[config.mk]
export PLATFORM = sky130hd
export DESIGN_NAME = mul_div_unit
export DESIGN_NICKNAME = d
export VERILOG_FILES = /design/src/rtl/mul_div_unit.sv
export SDC_FILE = /design/constraint.sdc
export NUM_CORES = 1
export LEC_CHECK = 0
export ABC_CLOCK_PERIOD_IN_PS = 6500
export CORE_MARGIN = 5
export CORE_UTILIZATION = 25
export DETAILED_ROUTE_END_ITERATION = 12
export PLACE_DENSITY_LB_ADDON = 0.3
export SETUP_SLACK_MARGIN = 0.1
export SLEW_MARGIN = 20
export SYNTH_ARGS = -nofsm -noshare
export SYNTH_HDL_FRONTEND = slang
export SYNTH_SLANG_ARGS = --single-unit
[constraint.sdc]
create_clock -name clk -period 6.5 [get_ports clk]
set_input_delay 1.3 -clock clk [delete_from_list [all_inputs] [get_ports clk]]
set_output_delay 1.3 -clock clk [all_outputs]
set_load 0.02 [all_outputs]
[src/rtl/mul_div_unit.sv]
// Multi-cycle radix-2 multiply/divide unit with HI/LO result registers.
// A start in IDLE runs WIDTH iterations, then sign-corrects and writes hi/lo in FIN.
module mul_div_unit #(
  parameter int unsigned WIDTH = 32
) (
  input  logic             clk,
  input  logic             rst,
  input  logic             start,
  input  logic [1:0]       op,
  input  logic [WIDTH-1:0] opA,
  input  logic [WIDTH-1:0] opB,
  input  logic             writeHi,
  input  logic             writeLo,
  input  logic [WIDTH-1:0] writeData,
  output logic [WIDTH-1:0] hi,
  output logic [WIDTH-1:0] lo,
  output logic             busy,
  output logic             done
);

  localparam int unsigned CNT_W = $clog2(WIDTH) + 1;

  typedef enum logic [1:0] {S_IDLE, S_RUN, S_FIN} state_e;

  state_e               state_q, state_d;
  logic [CNT_W-1:0]     cnt_q, cnt_d;
  logic [2*WIDTH-1:0]   acc_q, acc_d;
  logic [WIDTH-1:0]     m_q, m_d;
  logic                 div_q, div_d;
  logic                 negq_q, negq_d;
  logic                 negr_q, negr_d;
  logic                 dz_q, dz_d;
  logic [WIDTH-1:0]     hi_q, hi_d;
  logic [WIDTH-1:0]     lo_q, lo_d;
  logic                 done_q, done_d;

  logic                 sgn;
  logic [WIDTH-1:0]     absA, absB;
  logic [WIDTH:0]       mul_sum;
  logic [2*WIDTH-1:0]   mul_next;
  logic [WIDTH:0]       div_shift, div_trial;
  logic [2*WIDTH-1:0]   div_next;
  logic [2*WIDTH-1:0]   prod;
  logic [WIDTH-1:0]     quot, rem;

  // Unsigned magnitudes are exact even for the most-negative value (2^(WIDTH-1)).
  assign sgn  = ~op[0];
  assign absA = (sgn && opA[WIDTH-1]) ? -opA : opA;
  assign absB = (sgn && opB[WIDTH-1]) ? -opB : opB;

  // acc holds {partial product, multiplier} or {partial remainder, quotient/dividend}.
  assign mul_sum  = {1'b0, acc_q[2*WIDTH-1:WIDTH]} + (acc_q[0] ? {1'b0, m_q} : '0);
  assign mul_next = {mul_sum, acc_q[WIDTH-1:1]};

  assign div_shift = {acc_q[2*WIDTH-1:WIDTH], acc_q[WIDTH-1]};
  assign div_trial = div_shift - {1'b0, m_q};
  assign div_next  = div_trial[WIDTH]
                   ? {div_shift[WIDTH-1:0], acc_q[WIDTH-2:0], 1'b0}
                   : {div_trial[WIDTH-1:0], acc_q[WIDTH-2:0], 1'b1};

  // Divide-by-zero leaves the dividend magnitude as remainder; re-signing restores opA.
  assign prod = negq_q ? -acc_q : acc_q;
  assign quot = dz_q ? '1 : (negq_q ? -acc_q[WIDTH-1:0] : acc_q[WIDTH-1:0]);
  assign rem  = negr_q ? -acc_q[2*WIDTH-1:WIDTH] : acc_q[2*WIDTH-1:WIDTH];

  always_comb begin
    state_d = state_q;
    cnt_d   = cnt_q;
    acc_d   = acc_q;
    m_d     = m_q;
    div_d   = div_q;
    negq_d  = negq_q;
    negr_d  = negr_q;
    dz_d    = dz_q;
    hi_d    = hi_q;
    lo_d    = lo_q;
    done_d  = 1'b0;
    unique case (state_q)
      S_IDLE: begin
        if (writeHi) hi_d = writeData;
        if (writeLo) lo_d = writeData;
        if (start) begin
          div_d   = op[1];
          negq_d  = sgn & (opA[WIDTH-1] ^ opB[WIDTH-1]);
          negr_d  = sgn & opA[WIDTH-1];
          dz_d    = op[1] & (opB == '0);
          m_d     = op[1] ? absB : absA;
          acc_d   = {{WIDTH{1'b0}}, (op[1] ? absA : absB)};
          cnt_d   = CNT_W'(WIDTH);
          state_d = S_RUN;
        end
      end
      S_RUN: begin
        acc_d = div_q ? div_next : mul_next;
        cnt_d = cnt_q - 1'b1;
        if (cnt_q == CNT_W'(1)) state_d = S_FIN;
      end
      S_FIN: begin
        hi_d    = div_q ? rem  : prod[2*WIDTH-1:WIDTH];
        lo_d    = div_q ? quot : prod[WIDTH-1:0];
        done_d  = 1'b1;
        state_d = S_IDLE;
      end
      default: state_d = S_IDLE;
    endcase
  end

  always_ff @(posedge clk or posedge rst) begin
    if (rst) begin
      state_q <= S_IDLE;
      cnt_q   <= '0;
      acc_q   <= '0;
      m_q     <= '0;
      div_q   <= 1'b0;
      negq_q  <= 1'b0;
      negr_q  <= 1'b0;
      dz_q    <= 1'b0;
      hi_q    <= '0;
      lo_q    <= '0;
      done_q  <= 1'b0;
    end else begin
      state_q <= state_d;
      cnt_q   <= cnt_d;
      acc_q   <= acc_d;
      m_q     <= m_d;
      div_q   <= div_d;
      negq_q  <= negq_d;
      negr_q  <= negr_d;
      dz_q    <= dz_d;
      hi_q    <= hi_d;
      lo_q    <= lo_d;
      done_q  <= done_d;
    end
  end

  assign hi   = hi_q;
  assign lo   = lo_q;
  assign busy = (state_q != S_IDLE);
  assign done = done_q;

endmodule

==> key figures <==
Die
  – IO Count: roughly 170
  – Chip Width: 253 µm
  – Die ar.: roughly 64000 µm²
  – Die Span Y: around 250 µm
  – Site Rows: approximately 90
  – Core area: roughly 59000 µm²
  – Initial Util: approximately a quarter

Placed design
  – Routability cong.: between 0.9 and 1
  – DP Area: roughly 17000 µm²
  – Post-DP HPWL: roughly 44000 µm
  – Placed cell count: roughly 2.7k
  – Port Buffer Count: between 150 and 200
  – Pre-CTS setup slack: just under 2 ns

Logic synthesis
  – Prevailing post-synth register cell: dfrtp_1
  – Ranking of synthesized cells by area: dfrtp_1 29%, o21ai_0 7.2%, ha_1 5.9%
  – Seq/Total Area, Yosys: slightly below 30%
  – Syn Area/Cell: approximately 7.9 µm²
  – Mapped Nets: 2042
  – Warnings, synthesis: 0
  – Synth Instances: between 1.5k and 2k
  – Seq cells post-synth: between 150 and 200
  – Netlist cell types: 75
  – Post-synth EDFFs: 0
  – Yosys top cell area share: between 20% and 30%
  – Post-Synthesis Cell Area: 14700 µm²
  – Async SR Flop Fraction: 100%
  – Area leader, netlist: dfrtp_1

Worst setup path
  – Arr. time, crit path: 4.88 ns
  – Reg2reg path depth: 12
  – CP Launch Type: flip-flop
  – Worst reg2reg path endpoint: acc_q[48]$_DFFE_PP0P_
  – Crit Path Max Fanout: 31
  – CP Class: flip-flop to flip-flop
  – Flop2flop setup slack: 1.91 ns
  – CP endpoint kind: flip-flop
  – Reg2reg start: acc_q[0]$_DFFE_PP0P_
  – Worst Path Required: around 6.8 ns

Clock network
  – Setup Buffers After CTS: 0
  – Worst-skew pair later-pin latency: ~0.47 ns
  – Clock Path Buffers: 2
  – CTS H-Tree Depth: 4
  – CTS sink count: approximately 170
  – CTS resizes: 0
  – Clock transition at path regs: about 0.07 ns
  – Cts-stage hold buffer count: 0
  – Clock Tree Root: clkbuf_16
  – CTS Buf Count: 17
  – TritonCTS clock tree: built

Power and ir drop
  – Leak pwr: a little over 0.007 µW
  – Maximum vdd drop: roughly 0.00025 V
  – P per Cell Area: just under 600 nW/µm²
  – Final total power: about 10000 µW

Worst hold path
  – Hold Startpoint: cnt_q[5]$_DFFE_PP0P_
  – Worst Hold Class: flip-flop to flip-flop
  – WHS Path Cells: 1
  – Hold Path Sink: cnt_q[5]$_DFFE_PP0P_

Layout
  – Share of layout cells above drive strength 1: approximately 4.5%
  – Multi-input gate area: 9760 µm²
  – Nets@finish: approximately 2.1k
  – Most frequent cells in the layout: 214 x nand2_1, 213 x o21ai_0, 171 x dfrtp_1
  – Most common cell after layout, fill and taps aside: nand2_1
  – Fill cells: a little over 6k
  – Design area: 17800 µm²
  – Sequential cell area: approximately 4300 µm²
  – Diodes inserted: 0
  – Fin cells: 2741
  – Layout area overhead: 20.9%

Drt
  – DRC: 0
  – Post-DR wirelength/cell: ~20 µm
  – Vias per inst: between 5 and 6
  – Initial DRC Count: between 1k and 1.5k
  – DRT Pass-1 Iters: 7
  – Total wire length: approximately 56000 µm
  – Vias: between 10k and 15k
  – Routed Antenna Nets: 0

STA
  – Skew final: 0.0159 ns
  – RSZ-0062 raised after global routing: false
  – Final worst path period need: between 4 and 5 ns
  – Final setup fails: 0
  – Actual slew at the worst max-slew pin: ~1.1 ns
  – Worst rel slew slack: between 20% and 30%
  – Final Hold Viols: 0
  – Final worst path period share: around 71%
  – Max-slew violations: 0
  – Setup_tns: 0 ns
  – Final Worst Setup Slack: roughly 1.9 ns
  – FMAX: roughly 220 MHz

Global routing
  – First-pass GRT wire length: about 85000 µm
  – Vias in the first global route: about 14k
  – All-Layer GR Usage: 17.0%
  – Largest net degree at the start of global routing: 100
  – Initial antenna violation count: 1
  – Congestion Overflow GR: 0

Run
  – Maxcap violations: 0

Outcome
  – Status: completed
[cells by family (layout without fill, tap and decap cells)]
family	Yosys count	in the layout	synth area share (%)
buf+inv	180	281	4.62
xor+xnor	165	165	9.87
fa+ha+maj	72	72	6.22
compound gates	609	609	26.0
simple gates	600	600	19.2
flops	173	173	29.4
mux	68	68	4.64
[how the worst max path moves through the flow]
stage	from	end	slack (ns)	cells past startpoint
3_3_place_gp	acc_q[31]$_DFFE_PP0P_	acc_q[41]$_DFFE_PP0P_	2.01	13
2_1_floorplan	rst	acc_q[0]$_DFFE_PP0P_	0.51	1
6_report	acc_q[0]$_DFFE_PP0P_	acc_q[48]$_DFFE_PP0P_	1.91	12
4_1_cts	acc_q[0]$_DFFE_PP0P_	acc_q[63]$_DFFE_PP0P_	2.12	12
5_1_grt	acc_q[0]$_DFFE_PP0P_	acc_q[62]$_DFFE_PP0P_	1.60	12
3_5_place_dp	opA[3]	m_q[29]$_DFFE_PP0P_	1.98	9
[metal layers]
metal	wire length, µm	global-route usage [%]	up-vias
met5	13	0	-
met4	1380	4.44	2
met3	2800	2.95	58
met2	26100	27.2	436
met1	25900	23.8	7104
li1	-	-	6988
[sequential cells by signal, indices dropped and copies added, names as in the netlist]
signal and flops:
div_q 1, lo 32, dz_q 1, m_q 32
hi 32, cnt_q 6, negr_q 1, done 1
acc_q 64, negq_q 1, state_q 2
[cell usage after synthesis, types with 5 or more instances]
cell type  instances
xor2_1            72
a22oi_1           19
or2_2              5
o21bai_1           8
dfrtp_1          173
xnor2_1           92
a21oi_1          120
nor2b_1           14
nor4_1            18
and3_1             9
nand2_1          216
o311ai_0           6
nand2b_1          21
a31o_2             6
a21o_1            24
or4_1              8
and2_1             8
ha_1              70
or3_1             22
a31oi_1           17
a211oi_1          13
o221ai_1          35
o22ai_1           38
o31ai_1           20
nor3b_1            8
mux2i_1           66
o21a_1             9
nand4_1            8
clkbuf_1          94
inv_1             61
o31a_1             8
buf_1             19
nand3_1           60
o211ai_1          23
nor2_1           146
o21ai_0          213
o41ai_1           15
nor3_1            34
[cell type report]
type                       count  area share (%)
clock buffer                  20            2.57
clock inverter                12            1.15
inverter                      63            1.36
multi-input combinational   1514            54.9
sequential                   173            24.3
tap                          773            5.44
timing repair buffer         186            10.3
[power by group]
group	internal (µW)	switching [µW]
Sequential	1610	814
Combinational	2810	3860
Clock	707	487
[metrics by stage]
step	utilization, %	hold slack, ns
after global routing	30.3	0.510
after floorplan	-	0.446
after detailed placement	29.2	0.471
after global placement	29.1	0.460
after CTS	30.3	0.477
final	30.3	0.478
[critical path, cell delays in order (launching register included)]
cell and delay [ns]:
dfrtp_1 0.47, clkinv_1 0.83, nor2_1 0.34, ha_1 0.35
and4_1 0.26, nor4b_1 0.15, a211oi_1 0.66, o21ai_0 0.28
a21o_1 0.25, a2111oi_0 0.43, a21oi_1 0.10, xnor2_1 0.15
o221ai_1 0.13
Note: power is estimated with default switching activity, not from simulation.
